==> config.mk <==
export PLATFORM = sky130hd
export DESIGN_NAME = draw_sequencer_flat
export DESIGN_NICKNAME = d
export VERILOG_FILES = /design/src/rtl/draw_sequencer_if.sv /design/src/rtl/draw_sequencer.sv /design/src/flat_wrapper.sv
export SDC_FILE = /design/constraint.sdc
export NUM_CORES = 1
export LEC_CHECK = 0
export BUFFER_PORTS_ARGS = -buffer_cell sky130_fd_sc_hd__buf_2
export CORE_AREA = 2 2 76 49
export DETAILED_ROUTE_END_ITERATION = 6
export DIE_AREA = 0 0 78 51
export PLACE_DENSITY = 0.57
export SLEW_MARGIN = 30
export SYNTH_ARGS = -nofsm -noshare
export SYNTH_HDL_FRONTEND = slang
export SYNTH_SLANG_ARGS = --single-unit
==> constraint.sdc <==
create_clock -name clk -period 3.15 [get_ports clk]
set_input_delay 0.63 -clock clk [delete_from_list [all_inputs] [get_ports clk]]
set_output_delay 0.63 -clock clk [all_outputs]
set_load 0.02 [all_outputs]
==> src/rtl/draw_sequencer_if.sv <==
// Bundle between the frame sequencer and its environment (frame timer, object
// mask sources, screen-clear engine, rectangle drawer, display mux).
// The sequencer is the master: it issues clear/draw requests and the mux select.
interface draw_sequencer_if;
    logic       frame_tick;
    logic       enable;
    logic [3:0] enemy_alive;
    logic       bullet_active;
    logic       show_health;
    logic       clear_done;
    logic       draw_done;
    logic [3:0] control_signal;
    logic       clear_start;
    logic       draw_start;
    logic       frame_busy;
    logic       frame_done;
    logic       frame_overrun;
    logic       timeout_err;

    modport master (
        input  frame_tick, enable, enemy_alive, bullet_active, show_health,
               clear_done, draw_done,
        output control_signal, clear_start, draw_start, frame_busy,
               frame_done, frame_overrun, timeout_err
    );

    modport slave (
        output frame_tick, enable, enemy_alive, bullet_active, show_health,
               clear_done, draw_done,
        input  control_signal, clear_start, draw_start, frame_busy,
               frame_done, frame_overrun, timeout_err
    );
endinterface

==> src/rtl/draw_sequencer.sv <==
// Per-frame draw scheduler: on a frame tick it requests a screen clear, then
// walks mux slots 1..NUM_SLOTS (player, enemies, bullet, health bars), skipping
// inactive objects and handshaking each rectangle with the drawer.
// Optional build macro: DRAW_TIMEOUT_EN adds a watchdog on the clear/draw waits
// that abandons a stuck item and raises a sticky timeout_err.
module draw_sequencer #(
    parameter int NUM_SLOTS      = 14,
    parameter int SETTLE_CYCLES  = 2,
    parameter int TIMEOUT_CYCLES = 40000
) (
    input  logic              clk,
    input  logic              reset,
    draw_sequencer_if.master  bus
);
    typedef enum logic [2:0] {
        IDLE, CLEAR_REQ, CLEAR_WAIT, SELECT, SETTLE, DRAW_REQ, DRAW_WAIT, FINISH
    } state_t;

    localparam int              SW          = (SETTLE_CYCLES > 1) ? $clog2(SETTLE_CYCLES) : 1;
    localparam logic [SW-1:0]   SETTLE_LAST = SW'(SETTLE_CYCLES - 1);
    localparam logic [4:0]      LAST_SLOT   = 5'(NUM_SLOTS);

    state_t        state_q;
    logic [4:0]    slot_q;      // 5 bits so NUM_SLOTS+1 is representable without wrap
    logic [SW-1:0] settle_q;
    logic [3:0]    ctrl_q;
    logic          clear_start_q, draw_start_q, busy_q, done_q, overrun_q;
    logic          slot_en;
    logic          wdog_hit;
    logic [4:0]    off_enemy, off_bar;

    assign off_enemy = slot_q - 5'd2;
    assign off_bar   = slot_q - 5'd7;

    // Slot enable from the live object masks: bars come in pairs per enemy
    always_comb begin
        slot_en = 1'b0;
        if (slot_q == 5'd1)
            slot_en = 1'b1;
        else if (slot_q >= 5'd2 && slot_q <= 5'd5)
            slot_en = bus.enemy_alive[off_enemy[1:0]];
        else if (slot_q == 5'd6)
            slot_en = bus.bullet_active;
        else if (slot_q >= 5'd7 && slot_q <= 5'd14)
            slot_en = bus.show_health & bus.enemy_alive[off_bar[2:1]];
    end

`ifdef DRAW_TIMEOUT_EN
    localparam int            TW      = $clog2(TIMEOUT_CYCLES + 1);
    localparam logic [TW-1:0] TO_LAST = TW'(TIMEOUT_CYCLES - 1);

    logic [TW-1:0] wdog_q;
    logic          timeout_q;

    assign wdog_hit        = (wdog_q == TO_LAST);
    assign bus.timeout_err = timeout_q;

    // Watchdog: restarts in the request cycle, counts each waiting cycle without a done
    always_ff @(posedge clk or posedge reset) begin
        if (reset) begin
            wdog_q    <= '0;
            timeout_q <= 1'b0;
        end else if (state_q == CLEAR_REQ || state_q == DRAW_REQ) begin
            wdog_q <= '0;
        end else if ((state_q == CLEAR_WAIT && !bus.clear_done) ||
                     (state_q == DRAW_WAIT  && !bus.draw_done)) begin
            if (wdog_hit) timeout_q <= 1'b1;
            else          wdog_q    <= wdog_q + 1'b1;
        end
    end
`else
    // Watchdog compiled out: waits are unbounded and the flag can never rise
    assign wdog_hit        = 1'b0;
    assign bus.timeout_err = (TIMEOUT_CYCLES < 0);
`endif

    // Main sequencer FSM with registered outputs; pulses default low each cycle
    always_ff @(posedge clk or posedge reset) begin
        if (reset) begin
            state_q       <= IDLE;
            slot_q        <= 5'd1;
            settle_q      <= '0;
            ctrl_q        <= '0;
            clear_start_q <= 1'b0;
            draw_start_q  <= 1'b0;
            busy_q        <= 1'b0;
            done_q        <= 1'b0;
            overrun_q     <= 1'b0;
        end else begin
            clear_start_q <= 1'b0;
            draw_start_q  <= 1'b0;
            done_q        <= 1'b0;
            if (bus.frame_tick && busy_q) overrun_q <= 1'b1;
            case (state_q)
                IDLE: if (bus.frame_tick && bus.enable) begin
                    state_q       <= CLEAR_REQ;
                    slot_q        <= 5'd1;
                    busy_q        <= 1'b1;
                    clear_start_q <= 1'b1;
                end
                CLEAR_REQ:  state_q <= CLEAR_WAIT;
                CLEAR_WAIT: if (bus.clear_done || wdog_hit) state_q <= SELECT;
                SELECT: begin
                    if (slot_q > LAST_SLOT) begin
                        state_q <= FINISH;
                        ctrl_q  <= '0;
                        done_q  <= 1'b1;
                    end else if (slot_en) begin
                        ctrl_q   <= slot_q[3:0];
                        settle_q <= '0;
                        state_q  <= SETTLE;
                    end else begin
                        slot_q <= slot_q + 5'd1;
                    end
                end
                SETTLE: begin
                    if (settle_q == SETTLE_LAST) begin
                        state_q      <= DRAW_REQ;
                        draw_start_q <= 1'b1;
                    end else begin
                        settle_q <= settle_q + 1'b1;
                    end
                end
                DRAW_REQ:  state_q <= DRAW_WAIT;
                DRAW_WAIT: if (bus.draw_done || wdog_hit) begin
                    slot_q  <= slot_q + 5'd1;
                    state_q <= SELECT;
                end
                FINISH: begin
                    busy_q  <= 1'b0;
                    state_q <= IDLE;
                end
                default: state_q <= IDLE;
            endcase
        end
    end

    assign bus.control_signal = ctrl_q;
    assign bus.clear_start    = clear_start_q;
    assign bus.draw_start     = draw_start_q;
    assign bus.frame_busy     = busy_q;
    assign bus.frame_done     = done_q;
    assign bus.frame_overrun  = overrun_q;
endmodule

==> src/flat_wrapper.sv <==
// flat-port wrapper written by rule: the top's interface ports become plain ports
module draw_sequencer_flat 
#(
    parameter int NUM_SLOTS      = 14,
    parameter int SETTLE_CYCLES  = 2,
    parameter int TIMEOUT_CYCLES = 40000
)
  (clk, reset, bus_frame_tick, bus_enable, bus_enemy_alive, bus_bullet_active, bus_show_health, bus_clear_done, bus_draw_done, bus_control_signal, bus_clear_start, bus_draw_start, bus_frame_busy, bus_frame_done, bus_frame_overrun, bus_timeout_err);
  draw_sequencer_if bus_i ();
  input  logic clk;
  input  logic reset;
  input wire logic [$bits(bus_i.frame_tick)-1:0] bus_frame_tick;
  input wire logic [$bits(bus_i.enable)-1:0] bus_enable;
  input wire logic [$bits(bus_i.enemy_alive)-1:0] bus_enemy_alive;
  input wire logic [$bits(bus_i.bullet_active)-1:0] bus_bullet_active;
  input wire logic [$bits(bus_i.show_health)-1:0] bus_show_health;
  input wire logic [$bits(bus_i.clear_done)-1:0] bus_clear_done;
  input wire logic [$bits(bus_i.draw_done)-1:0] bus_draw_done;
  output wire logic [$bits(bus_i.control_signal)-1:0] bus_control_signal;
  output wire logic [$bits(bus_i.clear_start)-1:0] bus_clear_start;
  output wire logic [$bits(bus_i.draw_start)-1:0] bus_draw_start;
  output wire logic [$bits(bus_i.frame_busy)-1:0] bus_frame_busy;
  output wire logic [$bits(bus_i.frame_done)-1:0] bus_frame_done;
  output wire logic [$bits(bus_i.frame_overrun)-1:0] bus_frame_overrun;
  output wire logic [$bits(bus_i.timeout_err)-1:0] bus_timeout_err;
  assign bus_i.frame_tick = bus_frame_tick;
  assign bus_i.enable = bus_enable;
  assign bus_i.enemy_alive = bus_enemy_alive;
  assign bus_i.bullet_active = bus_bullet_active;
  assign bus_i.show_health = bus_show_health;
  assign bus_i.clear_done = bus_clear_done;
  assign bus_i.draw_done = bus_draw_done;
  assign bus_control_signal = bus_i.control_signal;
  assign bus_clear_start = bus_i.clear_start;
  assign bus_draw_start = bus_i.draw_start;
  assign bus_frame_busy = bus_i.frame_busy;
  assign bus_frame_done = bus_i.frame_done;
  assign bus_frame_overrun = bus_i.frame_overrun;
  assign bus_timeout_err = bus_i.timeout_err;
  draw_sequencer #(.NUM_SLOTS(NUM_SLOTS), .SETTLE_CYCLES(SETTLE_CYCLES), .TIMEOUT_CYCLES(TIMEOUT_CYCLES)) u_core (.clk(clk), .reset(reset), .bus(bus_i));
endmodule
==> flow_summary.json <==
{
  "grt_pass1_wl_um": 4210,
  "grt.overflow.total": 0,
  "max_freq_mhz": 410,
  "synth_fp_nets": 135,
  "crit_cells": 8,
  "gp_congestion": 0.901,
  "synth_edf_count": 0,
  "r2r-start": "u_core.slot_q[0]",
  "syn_to_final_growth_pct": 14.9,
  "drt_iter0_markers": 52,
  "start_util": 0.325,
  "synthCells": 120,
  "crit_family": "flip-flops",
  "slew_headroom": 0.547,
  "cap_violations": 0,
  "critical_path_arrival_ns": 2.59,
  "drv_slew": 0,
  "cts.clk_slew.worst_paths_ns": 0.07,
  "max_stage_delay_ns": 0.64,
  "clk_latency_ns": 0.26,
  "synth_cell_types": 43,
  "die_y_um": 51,
  "syn_area_per_cell_um2": 9.23,
  "skew_ns": 0.00644,
  "multi_input_area_um2": 587,
  "yosys.area.top_type_share": 0.384,
  "startpoint": "u_core.slot_q[0]",
  "critPathRequiredTime_ns": 3.30,
  "routed-via-count": 902,
  "gr-usage-all-layers": 0.136,
  "final_nets": 153,
  "avgViaCountPerCell": 4.90,
  "reg2reg_depth": 8,
  "path_buf_inv": 1,
  "reg2reg_to": "u_core.slot_q[1]",
  "period_needed_ns": 2.44,
  "seq_area_um2": 452,
  "synthTopCellsByArea": "dfrtp_1 38%, nand2_1 6.1%, mux2i_1 4.5%",
  "first_global_vias": 894,
  "clock_path_buffers": 2,
  "cts_tree": "built",
  "cts_num_sinks": 18,
  "post_cts_buffers": 0,
  "numCtsBuffers": 3,
  "hold_violations": 0,
  "coreArea_mm2": 0.00340,
  "diodes": 0,
  "finalInstanceArea_mm2": 0.00127,
  "cpMostUsedCell": "mux2i_1",
  "async_flop_share": 1.00,
  "rsz0062_at_grt": "no",
  "fin_setup_tns_ns": 0,
  "start_kind": "flip-flop",
  "fill_cells": 383,
  "seq_area_frac_synth": 0.408,
  "ctsHtreeMaxLevel": 1,
  "detail_route.wirelength_um": 2400,
  "final_antenna_net_count": 0,
  "ios": 22,
  "hold_path.class": "flip-flop to flip-flop",
  "crit_path_max_fanout": 10,
  "worstPathCellList": "inv_1 > ha_1 > mux2i_1 > mux2i_1 > a41oi_1 > o21a_2 > nor2_2 > mux2_4",
  "layout-drive-gt1-share": 0.255,
  "fin_crit_sh": 0.775,
  "grt_antenna_before_repair": 0,
  "crit_type": "flip-flop to flip-flop",
  "dpl_cell_area_mm2": 0.00123,
  "cellLeakagePower_nw": 0.613,
  "grt_max_degree": 19,
  "synthesis.area_mm2": 0.00111,
  "crit_slowest_cell": "dfstp_2",
  "status": "finished, final reports clean",
  "ys_ff_latch": 18,
  "cts-hold-fix-buffers": 0,
  "setup_viol": 0,
  "cts_root_buf": "clkbuf_8",
  "vdd_drop_max_uv": 302,
  "fp.dieW_um": 78,
  "wire_per_inst_um": 13.0,
  "worst_slew_pin_slew_ns": 0.678,
  "ys.flop_type": "dfrtp_1",
  "row_count": 17,
  "post_cts_resized": 0,
  "r2r_slack_ns": 0.71,
  "dieArea_mm2": 0.00398,
  "place_hpwl_um": 1820,
  "cp-end-kind": "flip-flop",
  "drc": 0,
  "power_density_mw_per_mm2": 957,
  "yosysTopAreaCell": "dfrtp_1",
  "synth_warnings": 0,
  "io_buffers": 20,
  "crit_path_end": "u_core.slot_q[1]",
  "dr.pass1.iters": 4
}
## cell families after synthesis
| group | share of synthesized area |
|---|---|
| other cells | 0.00339 |
| fa+ha+maj | 0.0339 |
| mux | 0.0927 |
| compound gates | 0.192 |
| simple gates | 0.192 |
| flops | 0.408 |
| xor+xnor | 0.0158 |
| buf+inv | 0.0622 |
## synthesized netlist by cell type (2+ instances only)
cell      count
nand2_1      18
dfrtp_1      17
o21ai_0      10
nor2_1        9
inv_1         6
nand3_1       6
mux2i_1       5
buf_2         4
ha_1          3
a211oi_1      2
a21o_1        2
a41oi_1       2
and2_1        2
clkbuf_1      2
mux2_4        2
o31ai_1       2
xor2_1        2
## registers in the layout (all words and copies together) (netlist names)
signal,count
u_core.slot_q,5
u_core.bus.clear_start,1
u_core.bus.draw_start,1
u_core.bus.frame_busy,1
u_core.bus.frame_overrun,1
u_core.bus.frame_done,1
u_core.settle_q,1
u_core.state_q,3
u_core.bus.control_signal,4
## worst reg2reg max path: cells and delay by family (launching register included)
family	cells	cell delay, ns
compound gates	2	0.42
fa+ha+maj	1	0.36
buf+inv	1	0.12
flops	1	0.64
mux	3	0.59
simple gates	1	0.20
## through the flow
step                       util  worst slack [ns]  cells  total power [mW]  hold WS, ns
after floorplan               -             0.876    120             0.920        0.483
after global placement    0.361             0.772    180              1.03        0.434
after detailed placement  0.361             0.705    180              1.05        0.440
after CTS                 0.374             0.700    184              1.22        0.456
after global routing      0.374             0.474    184              1.33        0.490
final                     0.374             0.708    184              1.22        0.450
## power breakdown
part           switching, mW  internal, mW
Sequential             0.127         0.311
Combinational          0.346         0.267
Clock                 0.0757        0.0899
Total                  0.549         0.668
## per-layer routing
layer	wire [µm]	track usage	vias up
li1	-	-	451
met1	1190	0.183	428
met2	1060	0.211	18
met3	126	0.0442	5
met4	22	0.0351	0
met5	0	0	-
## cells in the final DEF, fill, tap and decap left out, types with 3 or more instances in the layout
| cell | instances |
|---|---|
| buf_2 | 20 |
| clkbuf_8 | 3 |
| dfrtp_1 | 17 |
| ha_1 | 3 |
| inv_1 | 6 |
| mux2i_1 | 5 |
| nand2_1 | 18 |
| nand3_1 | 6 |
| nor2_1 | 9 |
| o21ai_0 | 10 |
## area by class of cell
class / instances / share of cell area
Multi-Input combinational cell: 88 / 0.461
Sequential cell: 18 / 0.355
Timing Repair Buffer: 21 / 0.0846
Tap cell: 47 / 0.0462
Clock buffer: 4 / 0.0354
Inverter: 6 / 0.0177
## worst min path at each step
stage | from | end | slack [ns] | cells after the start
after floorplan | u_core.settle_q | u_core.bus.draw_start | 0.48 | 2
after global placement | u_core.bus.frame_overrun | u_core.bus.frame_overrun | 0.43 | 1
after detailed placement | u_core.bus.frame_overrun | u_core.bus.frame_overrun | 0.44 | 1
after CTS | u_core.bus.frame_overrun | u_core.bus.frame_overrun | 0.46 | 1
after global routing | u_core.bus.frame_overrun | u_core.bus.frame_overrun | 0.49 | 1
final | u_core.bus.frame_overrun | u_core.bus.frame_overrun | 0.45 | 1
(Power assumes the default switching activity.)
